## src/rtl/hazard_ctrl.sv

```systemverilog
// hazard_ctrl: pipeline hazard control unit.
// Produces the stall/flush/bubble controls for the PC and the FD, DX and XM
// pipeline registers. It handles load-use hazards, taken-branch redirects,
// data-memory wait states and a memory timeout. It also keeps performance
// counters for stall cycles and for the redirect flushes that are applied.
//
// Ports
//   clk, n_reset          clock; synchronous active-low reset
//   rs/rd_addr_d, uses_*  register operands of the instruction in decode
//   *_dx                  load / write-back info of the instruction in DX
//   branch_taken_x        execute resolved a taken branch or jump
//   dmem_req_m, dmem_ack  data-memory handshake
//   halt_req              a halt instruction is retiring
//   stall_*, flush_*,
//   bubble_dx             combinational pipeline controls (same-cycle response)
//   halted, mem_timeout   registered status; mem_timeout is sticky
//   stall_cycles          number of cycles with stall_pc high
//   flush_count           number of redirect flushes applied
module hazard_ctrl #(
   parameter int unsigned REG_ADDR_W = 5,
   parameter int unsigned TIMEOUT    = 64,
   parameter int unsigned CNT_W      = 32
) (
   input  logic                  clk,
   input  logic                  n_reset,
   input  logic [REG_ADDR_W-1:0] rs_addr_d,
   input  logic [REG_ADDR_W-1:0] rd_addr_d,
   input  logic                  uses_rs_d,
   input  logic                  uses_rd_d,
   input  logic                  is_load_op_dx,
   input  logic                  op_writes_rf_dx,
   input  logic [REG_ADDR_W-1:0] dest_addr_dx,
   input  logic                  branch_taken_x,
   input  logic                  dmem_req_m,
   input  logic                  dmem_ack,
   input  logic                  halt_req,
   output logic                  stall_pc,
   output logic                  stall_fd,
   output logic                  flush_fd,
   output logic                  stall_dx,
   output logic                  flush_dx,
   output logic                  bubble_dx,
   output logic                  stall_xm,
   output logic                  halted,
   output logic                  mem_timeout,
   output logic [CNT_W-1:0]      stall_cycles,
   output logic [CNT_W-1:0]      flush_count
);

   localparam int unsigned WAIT_W = (TIMEOUT > 1) ? $clog2(TIMEOUT) : 1;

   typedef enum logic [1:0] {
      ST_RUN      = 2'd0,
      ST_MEM_WAIT = 2'd1,
      ST_HALTED   = 2'd2
   } state_t;

   state_t              state;
   logic                pending_flush;
   logic [WAIT_W-1:0]   wait_cnt;

   logic                load_use;
   logic                mem_stall;
   logic                hold_all;
   logic                redirect;
   logic                load_stall;
   logic                halt_go;

   // Hazard detection and prioritisation: halted > memory stall > redirect > load-use > halt.
   always_comb begin
      load_use   = 1'b0;
      mem_stall  = 1'b0;
      hold_all   = 1'b0;
      redirect   = 1'b0;
      load_stall = 1'b0;
      halt_go    = 1'b0;

      // Register 0 is hard-wired, so it never creates a dependency.
      load_use = is_load_op_dx & op_writes_rf_dx & (dest_addr_dx != '0) &
                 ((uses_rs_d & (rs_addr_d == dest_addr_dx)) |
                  (uses_rd_d & (rd_addr_d == dest_addr_dx)));

      // The ack cycle of an outstanding access is the release cycle and is not stalled.
      mem_stall = ((state == ST_RUN) & dmem_req_m & ~dmem_ack) |
                  ((state == ST_MEM_WAIT) & ~dmem_ack);

      hold_all   = (state == ST_HALTED) | mem_stall;
      redirect   = ~hold_all & (branch_taken_x | pending_flush);
      load_stall = ~hold_all & ~redirect & load_use;
      halt_go    = (state == ST_RUN) & ~hold_all & ~redirect & ~load_use & halt_req;
   end

   // Pipeline control outputs, derived combinationally for a same-cycle response.
   always_comb begin
      stall_pc  = 1'b0;
      stall_fd  = 1'b0;
      stall_dx  = 1'b0;
      stall_xm  = 1'b0;
      flush_fd  = 1'b0;
      flush_dx  = 1'b0;
      bubble_dx = 1'b0;

      if (hold_all) begin
         stall_pc = 1'b1;
         stall_fd = 1'b1;
         stall_dx = 1'b1;
         stall_xm = 1'b1;
      end else if (redirect) begin
         flush_fd = 1'b1;
         flush_dx = 1'b1;
      end else if (load_stall) begin
         stall_pc  = 1'b1;
         stall_fd  = 1'b1;
         bubble_dx = 1'b1;
      end
   end

   // Control FSM, redirect replay flag, wait timer and performance counters.
   always_ff @(posedge clk) begin
      if (!n_reset) begin
         state         <= ST_RUN;
         pending_flush <= 1'b0;
         wait_cnt      <= '0;
         halted        <= 1'b0;
         mem_timeout   <= 1'b0;
         stall_cycles  <= '0;
         flush_count   <= '0;
      end else begin
         if (stall_pc) begin
            stall_cycles <= stall_cycles + CNT_W'(1);
         end
         if (redirect) begin
            flush_count <= flush_count + CNT_W'(1);
         end

         // A redirect that arrives during a memory stall is held and replayed on release.
         if (redirect) begin
            pending_flush <= 1'b0;
         end else if (mem_stall & branch_taken_x) begin
            pending_flush <= 1'b1;
         end

         case (state)
            ST_RUN: begin
               wait_cnt <= '0;
               if (mem_stall) begin
                  state <= ST_MEM_WAIT;
               end else if (halt_go) begin
                  state  <= ST_HALTED;
                  halted <= 1'b1;
               end
            end
            ST_MEM_WAIT: begin
               if (dmem_ack) begin
                  state    <= ST_RUN;
                  wait_cnt <= '0;
               end else if (wait_cnt == WAIT_W'(TIMEOUT - 1)) begin
                  state       <= ST_HALTED;
                  halted      <= 1'b1;
                  mem_timeout <= 1'b1;
                  wait_cnt    <= '0;
               end else begin
                  wait_cnt <= wait_cnt + WAIT_W'(1);
               end
            end
            ST_HALTED: begin
               state    <= ST_HALTED;
               wait_cnt <= '0;
            end
            default: begin
               state    <= ST_RUN;
               wait_cnt <= '0;
            end
         endcase
      end
   end

endmodule
```

## config.mk

```make
export PLATFORM = sky130hd
export DESIGN_NAME = hazard_ctrl
export DESIGN_NICKNAME = d
export VERILOG_FILES = /design/src/rtl/hazard_ctrl.sv
export SDC_FILE = /design/constraint.sdc
export NUM_CORES = 1
export LEC_CHECK = 0
export BUFFER_PORTS_ARGS = -buffer_cell sky130_fd_sc_hd__buf_4
export CAP_MARGIN = 20
export CORE_MARGIN = 2
export CORE_UTILIZATION = 54
export CTS_BUF_LIST = sky130_fd_sc_hd__clkbuf_4 sky130_fd_sc_hd__clkbuf_8
export CTS_CLUSTER_SIZE = 10
export DETAILED_ROUTE_END_ITERATION = 10
export GPL_TIMING_DRIVEN = 0
export MAX_ROUTING_LAYER = met4
export PLACE_DENSITY = 0.87
export SETUP_SLACK_MARGIN = 0.05
export SYNTH_ARGS = -nofsm -noshare
export SYNTH_HDL_FRONTEND = slang
export SYNTH_SLANG_ARGS = --single-unit
```

## constraint.sdc

```tcl
create_clock -name clk -period 2.7 [get_ports clk]
set_clock_uncertainty 0.05 [all_clocks]
set_input_delay 0.405 -clock clk [delete_from_list [all_inputs] [get_ports clk]]
set_output_delay 0.405 -clock clk [all_outputs]
set_load 0.01 [all_outputs]
```

==> flow_summary_export.csv, run 1 <==
group,metric,value,unit
sta,slew_headroom,0.5531,
floorplanning,initial_core_util,0.5642,
finish,final.fill_count,489,
detailed_routing,drc,0,
power,switching_share,0.2794,
critical_path,setup.worst_path.end_class,"primary output",
cts,hold_buffers,0,
critical_path,worstSetupPathType,"in -> out",
detailed_routing,via_per_inst,5.953,
place,post-dp-hpwl,7.292,mm
finish,multi_input_area,0.002006,sq mm
global_routing,grt_pass1_vias,3655,
detailed_routing,drt_pass1_iterations,5,
cts,cts_root_buf,"clkbuf_8",
floorplanning,core_area,0.006422,sq mm
place,place_inst,618,
critical_path,cp.required,2.25,ns
place,io_buffers,97,
critical_path,start_kind,"input pin",
cts,cts_tree,"yes",
place,place.gp.congestion,0.8509,
critical_path,crit_top_cell,"buf_4",
cts,cts_buffers,9,
global_routing,globalRouteTotalUtil,0.2836,
flow_run,cap_violations,0,
power,switchingPower,0.6091,mW
sta,finalHoldViolations,0,
sta,fin_crit,2.610,ns
finish,drive_above_1_share,0.2366,
sta,setup_viol,0,
floorplanning,die_area,0.007381,sq mm
hold_path,hold_path_class,"in -> reg",
floorplanning,rows,29,
yosys,ys.flop_type,"dfxtp_1",
finish,syn2layout_area_growth,29.11,%
sta,rsz0062_at_grt,"no",
sta,drv_slew,0,
power,finalPower,2.181,mW
detailed_routing,wire_per_inst,15.78,microns
run_status,outcome,"complete, no violations",
yosys,ys_ff_latch,75,
sta,fmax,0.3831,GHz
cts,cts_htree_levels,3,
power,clkPwrFrac,0.377,
finish,layout.nets,581,
yosys,ys_seq_area_frac,0.4144,
critical_path,cpPeakStageDelay,0.56,ns
global_routing,grt_pass1_wl,16.41,mm
global_routing,grt_overflow_total,0,
critical_path,path_buf_inv,5,
power,leakage,1.769,nW
detailed_routing,final_antenna_net_count,0,
floorplanning,chipWidth,85.92,microns
yosys,netlist_area,0.003623,sq mm
cts,clock_latency,0.36,ns
yosys,async_reset_ff_frac,0,
power,peakVddDrop,0.0002629,V
global_routing,grt_max_degree,16,
global_routing,antenna_found_initial,0,
yosys,synth-edff-count,0,
yosys,avgSynthCellArea,8.161,sq um
power,p_int,1.571,mW
power,power_density,466.1,mW/mm^2
critical_path,crit_slowest_cell,"or4_1",
finish,final_util,0.7284,
detailed_routing,routed_wl,10.02,mm
detailed_routing,drtIter0Drc,282,
critical_path,crit_arrival,2.16,ns
finish,n_antenna_cell,0,
critical_path,crit_path_max_fanout,6,
floorplanning,io_pins,98,
power,seqPwrFrac,0.520,
cts,cts.sinks,75,
cts,cts_buffer_depth,2,
critical_path,cp_top_family,"buffers and inverters",
sta,worst_slew_pin_slew,0.6672,ns
yosys,ys_types,44,
critical_path,cp_cell_sequence,"buf_4, or4_1, o21a_1, a21oi_2, clkbuf_4, inv_1, buf_4, buf_4",
sta,post-route-period-util,0.9668,
finish,final_cell_count_no_fill,635,
cts,clk_pin_slew,0.08,ns
yosys,syn_nets,472,
floorplanning,die_y,85.92,microns
finish,seq_area,0.001503,sq mm
yosys,syn_inst,444,
detailed_routing,vias,3780,
yosys,yosys_warnings,0,
power,share_comb_of_total_power,0.103,
-- cell usage after synthesis, drive strengths merged, types with 2 or more instances --
library cell | number | area (sq um)
a21oi | 38 | 190.2
a31oi | 2 | 12.51
and2 | 3 | 18.77
and3 | 9 | 56.30
and4 | 8 | 70.07
buf | 5 | 32.53
clkbuf | 14 | 52.55
dfxtp | 75 | 1501
ha | 3 | 37.54
inv | 14 | 52.55
mux2i | 2 | 20.02
nand2 | 40 | 150.1
nand2b | 4 | 25.02
nand3 | 21 | 105.1
nand4 | 21 | 131.4
nor2 | 42 | 157.7
nor3 | 6 | 30.03
nor4 | 2 | 12.51
o211ai | 2 | 15.01
o21a | 3 | 22.52
o21ai | 33 | 165.2
o22a | 2 | 17.52
o22ai | 3 | 18.77
o31a | 2 | 17.52
o31ai | 6 | 45.04
or2 | 2 | 12.51
or3 | 22 | 142.6
or4 | 8 | 60.06
or4b | 2 | 20.02
xnor2 | 20 | 175.2
xor2 | 19 | 166.4
-- sequential cells by signal, summed over array words and instances (netlist names) --
signal and cells:
stall_cycles 32, halted 1, pending_flush 1, state 2, mem_timeout 1, wait_cnt 6
flush_count 32
-- cell families (layout without fill, tap and decap cells) --
family,count (synthesis),count (layout),share of synthesized area
buf+inv,34,148,0.03902
fa+ha+maj,3,3,0.01036
xor+xnor,39,39,0.09427
simple gates,195,195,0.2849
compound gates,96,96,0.1516
mux,2,2,0.005525
flops,75,75,0.4144
-- through the flow --
stage | hold WS [ns] | setup slack [ns] | cell area [sq um] | setup TNS [ns]
finish | 0.3045 | 0.08974 | 4678 | 0
global route | 0.3315 | 0.04330 | 4678 | 0
CTS | 0.2925 | 0.05430 | 4667 | 0
floorplan | 0.3679 | 0.2379 | 3623 | 0
global placement | 0.3782 | -0.3943 | 4448 | -0.8295
detailed placement | 0.4081 | -0.4423 | 4448 | -1.374
-- power by group through the flow --
stage | clock, mW | sequential [mW] | combinational, mW
after detailed placement | 0 | 1.16 | 0.203
after floorplan | 0 | 1.16 | 0.103
after global placement | 0 | 1.16 | 0.199
after global routing | 0.867 | 1.14 | 0.243
after CTS | 0.819 | 1.13 | 0.219
final | 0.822 | 1.13 | 0.224
-- placed cells by master, fill, tap and decap left out, types with 4 or more instances in the layout --
| cell | instances |
|---|---|
| dfxtp_1 | 74 |
| and3_1 | 9 |
| buf_4 | 102 |
| nor3_1 | 5 |
| nand2_1 | 40 |
| or3_1 | 21 |
| nand4_1 | 21 |
| a21oi_1 | 36 |
| xnor2_1 | 20 |
| nand2b_1 | 4 |
| nand3_1 | 21 |
| clkbuf_1 | 12 |
| or4_1 | 8 |
| inv_1 | 14 |
| xor2_1 | 19 |
| and4_1 | 8 |
| clkbuf_8 | 9 |
| o31ai_1 | 6 |
| o21ai_0 | 33 |
| nor2_1 | 41 |
-- metal layers --
metal  global-route usage  routed length (microns)
met4               0.1299                      223
met3              0.05101                      626
met5                    -                        0
met2               0.4708                     4994
met1               0.3335                     4179
-- final cells by class --
cell class,count,area share
multi-input cells,335,0.4287
flip-flops and latches,75,0.3212
repair buffers,99,0.1589
well taps,77,0.02059
clock buffers,9,0.02648
inverters,15,0.01311
clock inverters,7,0.01284
plain buffers,18,0.01819
-- repair_timing --
action                     in CTS  in global routing
cloned                          0                  0
gates resized for setup         6                  5
setup endpoints to repair       7                 10
buffers inserted                2                  0
pin swaps                       1                  1
-- path summary, 6_finish.rpt --
check,startpoint,to,slack (ns),depth (start not counted)
worst max-delay path,dest_addr_dx[1],stall_pc,0.09,8
worst min-delay path,halt_req,state[1],0.30,3
worst max register to register,state[0],flush_count[22],0.16,6
worst min register to register,wait_cnt[0],wait_cnt[0],0.42,1
-- tightest hold or removal path: cells and delay by family --
family	cells	cell delay, ns
AO/OA/AOI/OAI	2	0.15
buffers and inverters	1	0.11
Power figures use the tool's default switching activity.
==> run 2, diff against run 1 <==
PLACE_DENSITY = 0.82   (was 0.87)
==> flow_summary_export.csv, run 2 (synthesis results as in run 1) <==
group,metric,value,unit
run_status,outcome,"complete, no violations",
hold_path,hold_path_class,"in -> reg",
detailed_routing,vias,3726,
sta,rsz0062_at_grt,"yes",
critical_path,worstSetupPathType,"reg -> reg",
detailed_routing,drt_pass1_iterations,4,
sta,slew_headroom,0.5733,
finish,seq_area,0.001503,sq mm
global_routing,grt_pass1_wl,15.79,mm
power,leakage,1.780,nW
finish,final.fill_count,538,
finish,design_area,0.004672,sq mm
floorplanning,core_area,0.006422,sq mm
global_routing,globalRouteTotalUtil,0.2757,
floorplanning,die_area,0.007381,sq mm
global_routing,grt_overflow_total,0,
finish,top_regs,"flush_count: 32 flops, stall_cycles: 32 flops, wait_cnt: 6 flops",
floorplanning,rows,29,
finish,layout_common_cells,"102 x buf_4, 74 x dfxtp_1, 41 x nor2_1, 40 x nand2_1, 35 x a21oi_1",
sta,finalHoldViolations,0,
global_routing,grt_pass1_vias,3534,
sta,drv_slew,0,
power,finalPower,2.129,mW
cts,cts_buffer_depth,2,
flow_run,cap_violations,0,
place,place_area,0.004448,sq mm
sta,post-route-period-util,0.9573,
detailed_routing,wire_per_inst,15.37,microns
detailed_routing,via_per_inst,5.868,
finish,multi_input_area,0.002014,sq mm
power,peakVddDrop,0.0004345,V
place,place.gp.congestion,0.8597,
detailed_routing,drtIter0Drc,268,
finish,mostFrequentLayoutCell,"buf_4",
critical_path,crit_path_max_fanout,10,
detailed_routing,final_antenna_net_count,0,
power,power_density,455.6,mW/mm^2
power,share_comb_of_total_power,0.106,
critical_path,crit_arrival,2.81,ns
global_routing,grt_max_degree,12,
critical_path,cp.required,2.93,ns
finish,n_antenna_cell,0,
place,post-dp-hpwl,7.061,mm
power,seqPwrFrac,0.533,
cts,cts_buffers,9,
sta,worst_slew_pin_slew,0.6371,ns
detailed_routing,routed_wl,9.759,mm
power,clkPwrFrac,0.361,
cts,clock_latency,0.35,ns
cts,cts.sinks,75,
critical_path,start_kind,"flop",
sta,setup_viol,0,
finish,drive_above_1_share,0.2401,
floorplanning,chipWidth,85.92,microns
floorplanning,initial_core_util,0.5642,
detailed_routing,drc,0,
floorplanning,die_y,85.92,microns
critical_path,setup.worst_path.end_class,"flop",
sta,fmax,0.3869,GHz
finish,layout.nets,581,
floorplanning,io_pins,98,
cts,clk_pin_slew,0.07,ns
cts,cts_htree_levels,3,
cts,cts_tree,"yes",
sta,finalSetupTns,0,ns
power,switchingPower,0.5331,mW
sta,fin_crit,2.585,ns
cts,cts_root_buf,"clkbuf_8",
power,p_int,1.596,mW
finish,syn2layout_area_growth,28.94,%
place,io_buffers,97,
cts,hold_buffers,0,
power,switching_share,0.2504,
global_routing,antenna_found_initial,0,
sta,fin_hold_ws,0.3030,ns
run 2: cell types whose count changed in the layout (fill, tap and decap cells not counted), moves of 2 or more:
cell,before,now
clkbuf_4,1,5
inv_6,2,0
clkinvlp_4,3,0
clkinv_2,0,3
run 2: repair_timing:
item | in CTS | in global routing
setup buffers | 2 | 0
resized for setup | 6 | 7
pin swaps | 1 | 1
endpoints found under the setup margin | 7 | 9
run 2: final timing paths:
path               startpoint         endpoint  slack [ns]  cells after the start
hold / removal       halt_req         state[1]        0.30                      3
hold reg to reg   wait_cnt[0]      wait_cnt[0]        0.40                      1
setup / recovery     state[0]  flush_count[24]        0.12                      6
setup reg to reg     state[0]  flush_count[24]        0.12                      6
run 2: layer usage:
layer	vias to the layer above	track usage	part of all wire
li1	1817	-	-
met1	1740	0.3191	0.42
met2	144	0.4545	0.49
met3	25	0.05679	0.068
met4	0	0.1342	0.024
met5	-	-	0
run 2: cell type report:
cell class	instances	area share
Inverter	15	0.01312
Buffer	18	0.01821
Clock inverter	3	0.003214
Tap cell	77	0.02062
Timing Repair Buffer	99	0.1591
Clock buffer	13	0.03294
Sequential cell	75	0.3216
Multi-Input combinational cell	335	0.4312
run 2: worst max-delay path: stages, from the launching register on:
cell,delay (ns)
dfxtp_2,0.35
or2_4,0.28
a2111o_1,0.52
or4_1,0.59
buf_2,0.21
or3_1,0.37
a21oi_1,0.15
run 2: power groups by stage:
| stage | Clock, mW | Sequential, mW | Combinational, mW |
|---|---|---|---|
| after CTS | 0.779 | 1.13 | 0.220 |
| after detailed placement | 0 | 1.16 | 0.205 |
| after global placement | 0 | 1.16 | 0.198 |
| final | 0.768 | 1.13 | 0.226 |
| after floorplan | 0 | 1.16 | 0.103 |
| after global routing | 0.819 | 1.14 | 0.242 |
run 2: metrics by stage:
stage / setup slack, ns / util / std cells
6_report: 0.1152 / 0.7275 / 635
5_1_grt: 0.03704 / 0.7275 / 635
4_1_cts: 0.09800 / 0.7243 / 636
3_5_place_dp: -0.4088 / 0.6926 / 618
3_3_place_gp: -0.3771 / 0.6926 / 618
2_1_floorplan: 0.2379 / - / 444
